==> src/rtl/game_pkg.sv <==
// Shared definitions for the game controller: state encoding and score limits.
package game_pkg;

  localparam int unsigned SCORE_W = 14;
  localparam logic [SCORE_W-1:0] SCORE_MAX = 14'd9999;

  typedef enum logic [1:0] {
    StIdle = 2'd0,
    StRun  = 2'd1,
    StOver = 2'd2
  } state_e;

endpackage

==> src/rtl/btn_debounce.sv <==
// Two-flop synchroniser plus stable-count debouncer for a raw button.
// Emits a one-cycle press pulse on each debounced 0->1 transition.
module btn_debounce #(
  parameter int unsigned DEB_CYCLES = 50000
) (
  input  logic clk,
  input  logic rst_n,
  input  logic btn_raw,
  output logic level,
  output logic press
);

  localparam int unsigned CW = $clog2(DEB_CYCLES + 1);

  logic          sync1_q, sync2_q;
  logic          level_q, level_d;
  logic          press_q, press_d;
  logic [CW-1:0] cnt_q, cnt_d;

  always_comb begin
    level_d = level_q;
    cnt_d   = cnt_q;
    if (sync2_q == level_q) begin
      cnt_d = '0;
    end else if (cnt_q == CW'(DEB_CYCLES - 1)) begin
      // DEB_CYCLES consecutive samples disagreed with the level: accept the new value.
      level_d = sync2_q;
      cnt_d   = '0;
    end else begin
      cnt_d = cnt_q + CW'(1);
    end
    press_d = level_d & ~level_q;
  end

  always_ff @(posedge clk or negedge rst_n) begin
    if (!rst_n) begin
      sync1_q <= 1'b0;
      sync2_q <= 1'b0;
      level_q <= 1'b0;
      press_q <= 1'b0;
      cnt_q   <= '0;
    end else begin
      sync1_q <= btn_raw;
      sync2_q <= sync1_q;
      level_q <= level_d;
      press_q <= press_d;
      cnt_q   <= cnt_d;
    end
  end

  assign level = level_q;
  assign press = press_q;

endmodule

==> src/rtl/game_ctrl.sv <==
// Game controller: frame strobe generation, IDLE/RUN/OVER state machine,
// score counting with saturation and high-score tracking.
module game_ctrl
  import game_pkg::*;
#(
  parameter int unsigned DEB_CYCLES = 50000,
  parameter int unsigned FRESH_HIGH = 8,
  parameter int unsigned SCORE_DIV  = 6,
  parameter int unsigned OVER_HOLD  = 60
) (
  input  logic               clk,
  input  logic               rst_n,
  input  logic               vsync,
  input  logic               btn_start,
  input  logic               collision,
  output logic               game_status,
  output logic               fresh,
  output logic [1:0]         state,
  output logic [SCORE_W-1:0] score,
  output logic [SCORE_W-1:0] high_score
);

  localparam int unsigned FW = $clog2(FRESH_HIGH + 1);
  localparam int unsigned DW = $clog2(SCORE_DIV + 1);
  localparam int unsigned OW = $clog2(OVER_HOLD + 1);

  logic               btn_level;
  logic               press;
  logic               vsync_q;
  logic               tick_q;
  logic [FW-1:0]      fresh_cnt_q, fresh_cnt_d;
  state_e             state_q, state_d;
  logic               game_status_q;
  logic [SCORE_W-1:0] score_q, score_d;
  logic [SCORE_W-1:0] high_q, high_d;
  logic [DW-1:0]      frame_q, frame_d;
  logic [OW-1:0]      over_q, over_d;

  btn_debounce #(
    .DEB_CYCLES(DEB_CYCLES)
  ) u_btn_debounce (
    .clk    (clk),
    .rst_n  (rst_n),
    .btn_raw(btn_start),
    .level  (btn_level),
    .press  (press)
  );

  // A new frame tick reloads the count, so overlapping frames keep fresh high.
  always_comb begin
    fresh_cnt_d = fresh_cnt_q;
    if (tick_q) begin
      fresh_cnt_d = FW'(FRESH_HIGH);
    end else if (fresh_cnt_q != '0) begin
      fresh_cnt_d = fresh_cnt_q - FW'(1);
    end
  end

  always_comb begin
    state_d = state_q;
    score_d = score_q;
    high_d  = high_q;
    frame_d = frame_q;
    over_d  = over_q;
    case (state_q)
      StIdle: begin
        if (press) begin
          state_d = StRun;
          score_d = '0;
          frame_d = '0;
        end
      end
      StRun: begin
        // Collision wins over a same-cycle press or frame tick.
        if (collision) begin
          state_d = StOver;
          over_d  = '0;
          if (score_q > high_q) begin
            high_d = score_q;
          end
        end else if (tick_q) begin
          if (frame_q == DW'(SCORE_DIV - 1)) begin
            frame_d = '0;
            if (score_q != SCORE_MAX) begin
              score_d = score_q + SCORE_W'(1);
            end
          end else begin
            frame_d = frame_q + DW'(1);
          end
        end
      end
      StOver: begin
        if (press && (over_q >= OW'(OVER_HOLD))) begin
          state_d = StRun;
          score_d = '0;
          frame_d = '0;
        end else if (tick_q && (over_q < OW'(OVER_HOLD))) begin
          over_d = over_q + OW'(1);
        end
      end
      default: state_d = StIdle;
    endcase
  end

  always_ff @(posedge clk or negedge rst_n) begin
    if (!rst_n) begin
      vsync_q       <= 1'b0;
      tick_q        <= 1'b0;
      fresh_cnt_q   <= '0;
      state_q       <= StIdle;
      game_status_q <= 1'b0;
      score_q       <= '0;
      high_q        <= '0;
      frame_q       <= '0;
      over_q        <= '0;
    end else begin
      vsync_q       <= vsync;
      tick_q        <= vsync & ~vsync_q;
      fresh_cnt_q   <= fresh_cnt_d;
      state_q       <= state_d;
      game_status_q <= (state_q == StRun);
      score_q       <= score_d;
      high_q        <= high_d;
      frame_q       <= frame_d;
      over_q        <= over_d;
    end
  end

  assign fresh       = (fresh_cnt_q != '0);
  assign game_status = game_status_q;
  assign state       = state_q;
  assign score       = score_q;
  assign high_score  = high_q;

endmodule

==> config.mk <==
export PLATFORM = sky130hd
export DESIGN_NAME = game_ctrl
export DESIGN_NICKNAME = d
export VERILOG_FILES = /design/src/rtl/game_pkg.sv /design/src/rtl/btn_debounce.sv /design/src/rtl/game_ctrl.sv
export SDC_FILE = /design/constraint.sdc
export NUM_CORES = 1
export LEC_CHECK = 0
export CAP_MARGIN = 5
export CORE_MARGIN = 1
export CORE_UTILIZATION = 30
export DETAILED_ROUTE_END_ITERATION = 16
export PLACE_DENSITY = 0.59
export SYNTH_ARGS = -nofsm -noshare
export SYNTH_HDL_FRONTEND = slang
export SYNTH_SLANG_ARGS = --single-unit
==> constraint.sdc <==
create_clock -name clk -period 2.8 [get_ports clk]
set_clock_uncertainty 0.2 [all_clocks]
set_input_delay 0.42 -clock clk [delete_from_list [all_inputs] [get_ports clk]]
set_output_delay 0.42 -clock clk [all_outputs]
set_load 0.01 [all_outputs]
==> flow_summary.json <==
{
  "clock_sink_count": 66,
  "ys_types": 51,
  "grt_max_degree": 67,
  "io_buffers": 36,
  "cts_tree": "yes",
  "syn_area_sq_um": 3410,
  "max_freq_mhz": 405,
  "fin_tns_setup_ps": 0,
  "fin_area_sq_um": 4390,
  "p_sw_share_pct": 21.4,
  "drive_gt1_share_pct": 14.5,
  "endpoint_kind": "register",
  "setup_viol": 0,
  "critical_path_arrival_ps": 2480,
  "max_cap_violations": 0,
  "p_sw_w": 0.000495,
  "grt_remaining_overflow": 0,
  "antenna_found_initial": 0,
  "synth-edff-count": 0,
  "avgRoutedWirePerCell_microns": 13.8,
  "yosysWarnings": 0,
  "fp-row-count": 38,
  "die_y_microns": 109,
  "clk_pin_slew_ps": 50,
  "ys.flop_type": "dfrtp_1",
  "grt_pass1_vias": 2623,
  "r2r_cells": 8,
  "p_int_w": 0.00182,
  "dieArea_sq_um": 11800,
  "slew_viol_final": 0,
  "initial_core_util_pct": 31.2,
  "path_class": "register to register",
  "rsz0062_at_grt": "no",
  "routed_wl_mm": 7.34,
  "hold_start": "u_btn_debounce.sync1_q",
  "dp_hpwl_mm": 5.18,
  "status": "finished clean",
  "io_pins": 37,
  "gp_congestion": 0.767,
  "n_fill_cell": 1081,
  "die_w_microns": 109,
  "seqPwrFrac_pct": 44.2,
  "leakage_nw": 1.92,
  "synthArstFlopShare_pct": 100,
  "final_nets": 411,
  "clk_latency_ps": 330,
  "start_kind": "register",
  "hold_path_depth": 0,
  "grt_first_pass_wirelength_mm": 12.3,
  "route.detailed.drc": 0,
  "worst_pin_slew_ps": 507,
  "core_area_sq_um": 10900,
  "postRouteAntennaNets": 0,
  "power.share.clock_pct": 49.4,
  "clk_path_buf_depth": 2,
  "whs_endpoint": "u_btn_debounce.sync2_q",
  "cp_max_fo": 12,
  "drt_iter0_drc": 97,
  "reg2reg_from": "high_score[3]",
  "vias_per_cell": 4.98,
  "antenna_cells": 0,
  "worstReg2RegEnd": "high_score[0]",
  "power.density_nw_per_um2": 527,
  "fin_crit_sh_pct": 88.1,
  "htree_levels": 3,
  "seq_area_frac_synth_pct": 48.4,
  "firstDrtPassIters": 4,
  "dpl_cell_area_sq_um": 4050,
  "cts-root-buf": "clkbuf_16",
  "area_growth_pct": 28.7,
  "r2r_slack_ps": 330,
  "cts_made_buffers": 9,
  "vias": 2647,
  "syn_inst": 325,
  "ys_seq_elements": 66,
  "syn-num-nets": 348,
  "cp_data_required_time_ps": 2810,
  "hold_path_class": "register to register",
  "layout_min_cycle_time_ps": 2470,
  "synth.avg_cell_area_sq_um": 10.5,
  "relSlewSlack_pct": 66.1,
  "combPwrFrac_pct": 6.4,
  "ir_worst_vdd_mv": 0.562,
  "hold_viol_final": 0,
  "track_usage_pct": 13.6
}
power by group through the flow:
stage / clock [W] / sequential, W / combinational [W]
final: 0.00114 / 0.00102 / 0.000148
after CTS: 0.00118 / 0.00102 / 0.000153
after global placement: 0 / 0.00103 / 0.000146
after floorplan: 0 / 0.00103 / 0.0000957
after global routing: 0.00121 / 0.00103 / 0.000170
after detailed placement: 0 / 0.00104 / 0.000151
worst max-delay path by stage:
stage	startpoint	to	slack, ps	cells after the start
global placement	high_score[4]	high_score[10]	40	7
CTS	high_score[3]	high_score[0]	340	8
floorplan	score[4]	high_score[13]	330	7
detailed placement	high_score[4]	high_score[0]	-30	7
global route	high_score[3]	high_score[0]	230	8
finish	high_score[3]	high_score[0]	330	8
logic make-up (layout without fill, tap and decap cells):
| kind of cell | Yosys count | after routing | share of synthesized area, % |
|---|---|---|---|
| AND/OR/NAND/NOR | 125 | 125 | 19.2 |
| XOR/XNOR | 19 | 19 | 4.88 |
| multiplexers | 19 | 19 | 7.12 |
| adder cells (fa/ha/maj) | 18 | 18 | 6.61 |
| buffers and inverters | 25 | 92 | 3.41 |
| AO/OA/AOI/OAI | 53 | 53 | 10.3 |
| flip-flops | 66 | 66 | 48.4 |
sequential cells by signal (all words and copies together) (netlist names), 2 cells and up:
signal                count
high_score               14
score                    14
fresh_cnt_q               4
over_q                    6
state                     2
u_btn_debounce.cnt_q     16
frame_q                   3
area by class of cell:
type                       instances  area [sq um]  area share [%]
clock inverter                     2          35.0           0.798
sequential                        66          1650            37.6
clock buffer                      13           270            6.16
tap                              140           175            3.99
multi-input combinational        234          1640            37.4
timing repair buffer              57           541            12.3
inverter                          20          75.1            1.71
worst max-delay path: stages, from the launching register on:
cell      delay (ps)
dfrtp_1          370
inv_1             50
ha_1             290
and4_4           200
o21a_1            90
o31a_1           260
o311ai_4         330
buf_12           200
mux2_2           340
metal layers:
metal / up-vias / GRT usage, % / routed length (microns)
met5: - / 0 / 0
met4: 0 / 4.63 / 101
li1: 1272 / - / -
met3: 10 / 4.22 / 351
met2: 54 / 22.6 / 3560
met1: 1311 / 16.8 / 3320
through the flow:
step           hold WS, ps  utilization (%)  total power [W]  instances  setup WS (ps)
2_1_floorplan        -75.6                -          0.00113        325            331
3_3_place_gp           135             37.0          0.00118        514           40.4
3_5_place_dp           135             37.0          0.00119        514          -27.9
4_1_cts                146             40.1          0.00235        532            339
5_1_grt                156             40.1          0.00240        532            226
6_report               145             40.1          0.00231        532            334
cells in the mapped netlist (all sizes together), types with 3 or more instances:
| cell | number | share of area [%] |
|---|---|---|
| nand3 | 15 | 2.2 |
| xnor2 | 7 | 1.8 |
| nor2b | 4 | 0.73 |
| mux2i | 4 | 1.2 |
| ha | 18 | 6.6 |
| nor2 | 30 | 3.3 |
| nor3 | 5 | 0.73 |
| nand2b | 6 | 1.1 |
| xor2 | 12 | 3.1 |
| dfrtp | 66 | 48 |
| a41oi | 3 | 0.99 |
| mux2 | 15 | 5.9 |
| nand2 | 28 | 3.2 |
| nand3b | 5 | 1.1 |
| a21oi | 13 | 1.9 |
| or3 | 3 | 0.55 |
| inv | 19 | 2.1 |
| and3 | 9 | 1.7 |
| buf | 4 | 1.1 |
| o31ai | 3 | 0.66 |
| a31oi | 3 | 0.55 |
| o21ai | 19 | 2.8 |
| nand4 | 9 | 1.7 |
repair_timing:
| item | 4_1_cts | 5_1_grt |
|---|---|---|
| hold buffers | 1 | 0 |
| endpoints found under the setup margin | 4 | 0 |
| setup buffers | 2 | 0 |
| gates resized for setup | 0 | 0 |
| endpoints found under the hold margin | 66 | 0 |
placed cells by master, fill, tap and decap left out, types with 2 or more instances in the layout:
| cell type | synthesis | routed |
|---|---|---|
| dfrtp_1 | 66 | 66 |
| a41oi_1 | 2 | 2 |
| nor3_1 | 5 | 5 |
| a31oi_1 | 3 | 3 |
| ha_1 | 18 | 18 |
| or3_1 | 3 | 3 |
| nand3_1 | 15 | 15 |
| nand2_1 | 27 | 27 |
| o31a_1 | 2 | 2 |
| nand2b_1 | 6 | 6 |
| nor2_1 | 30 | 30 |
| and3_1 | 9 | 9 |
| o21a_1 | 2 | 2 |
| mux2_2 | 6 | 6 |
| and2_1 | 2 | 2 |
| nand4_1 | 9 | 9 |
| mux2i_1 | 4 | 4 |
| clkbuf_16 | 0 | 9 |
| o31ai_1 | 3 | 3 |
| o21ai_0 | 17 | 17 |
| nand3b_1 | 5 | 5 |
| a21oi_1 | 13 | 13 |
| xnor2_1 | 7 | 7 |
| buf_4 | 1 | 18 |
| xor2_1 | 12 | 12 |
| o21ai_1 | 2 | 2 |
| inv_1 | 19 | 19 |
| buf_12 | 1 | 2 |
| nor2b_1 | 4 | 4 |
| clkbuf_8 | 0 | 3 |
| mux2_4 | 9 | 9 |
| clkdlybuf4s50_1 | 0 | 35 |
Power figures use the tool's default switching activity.
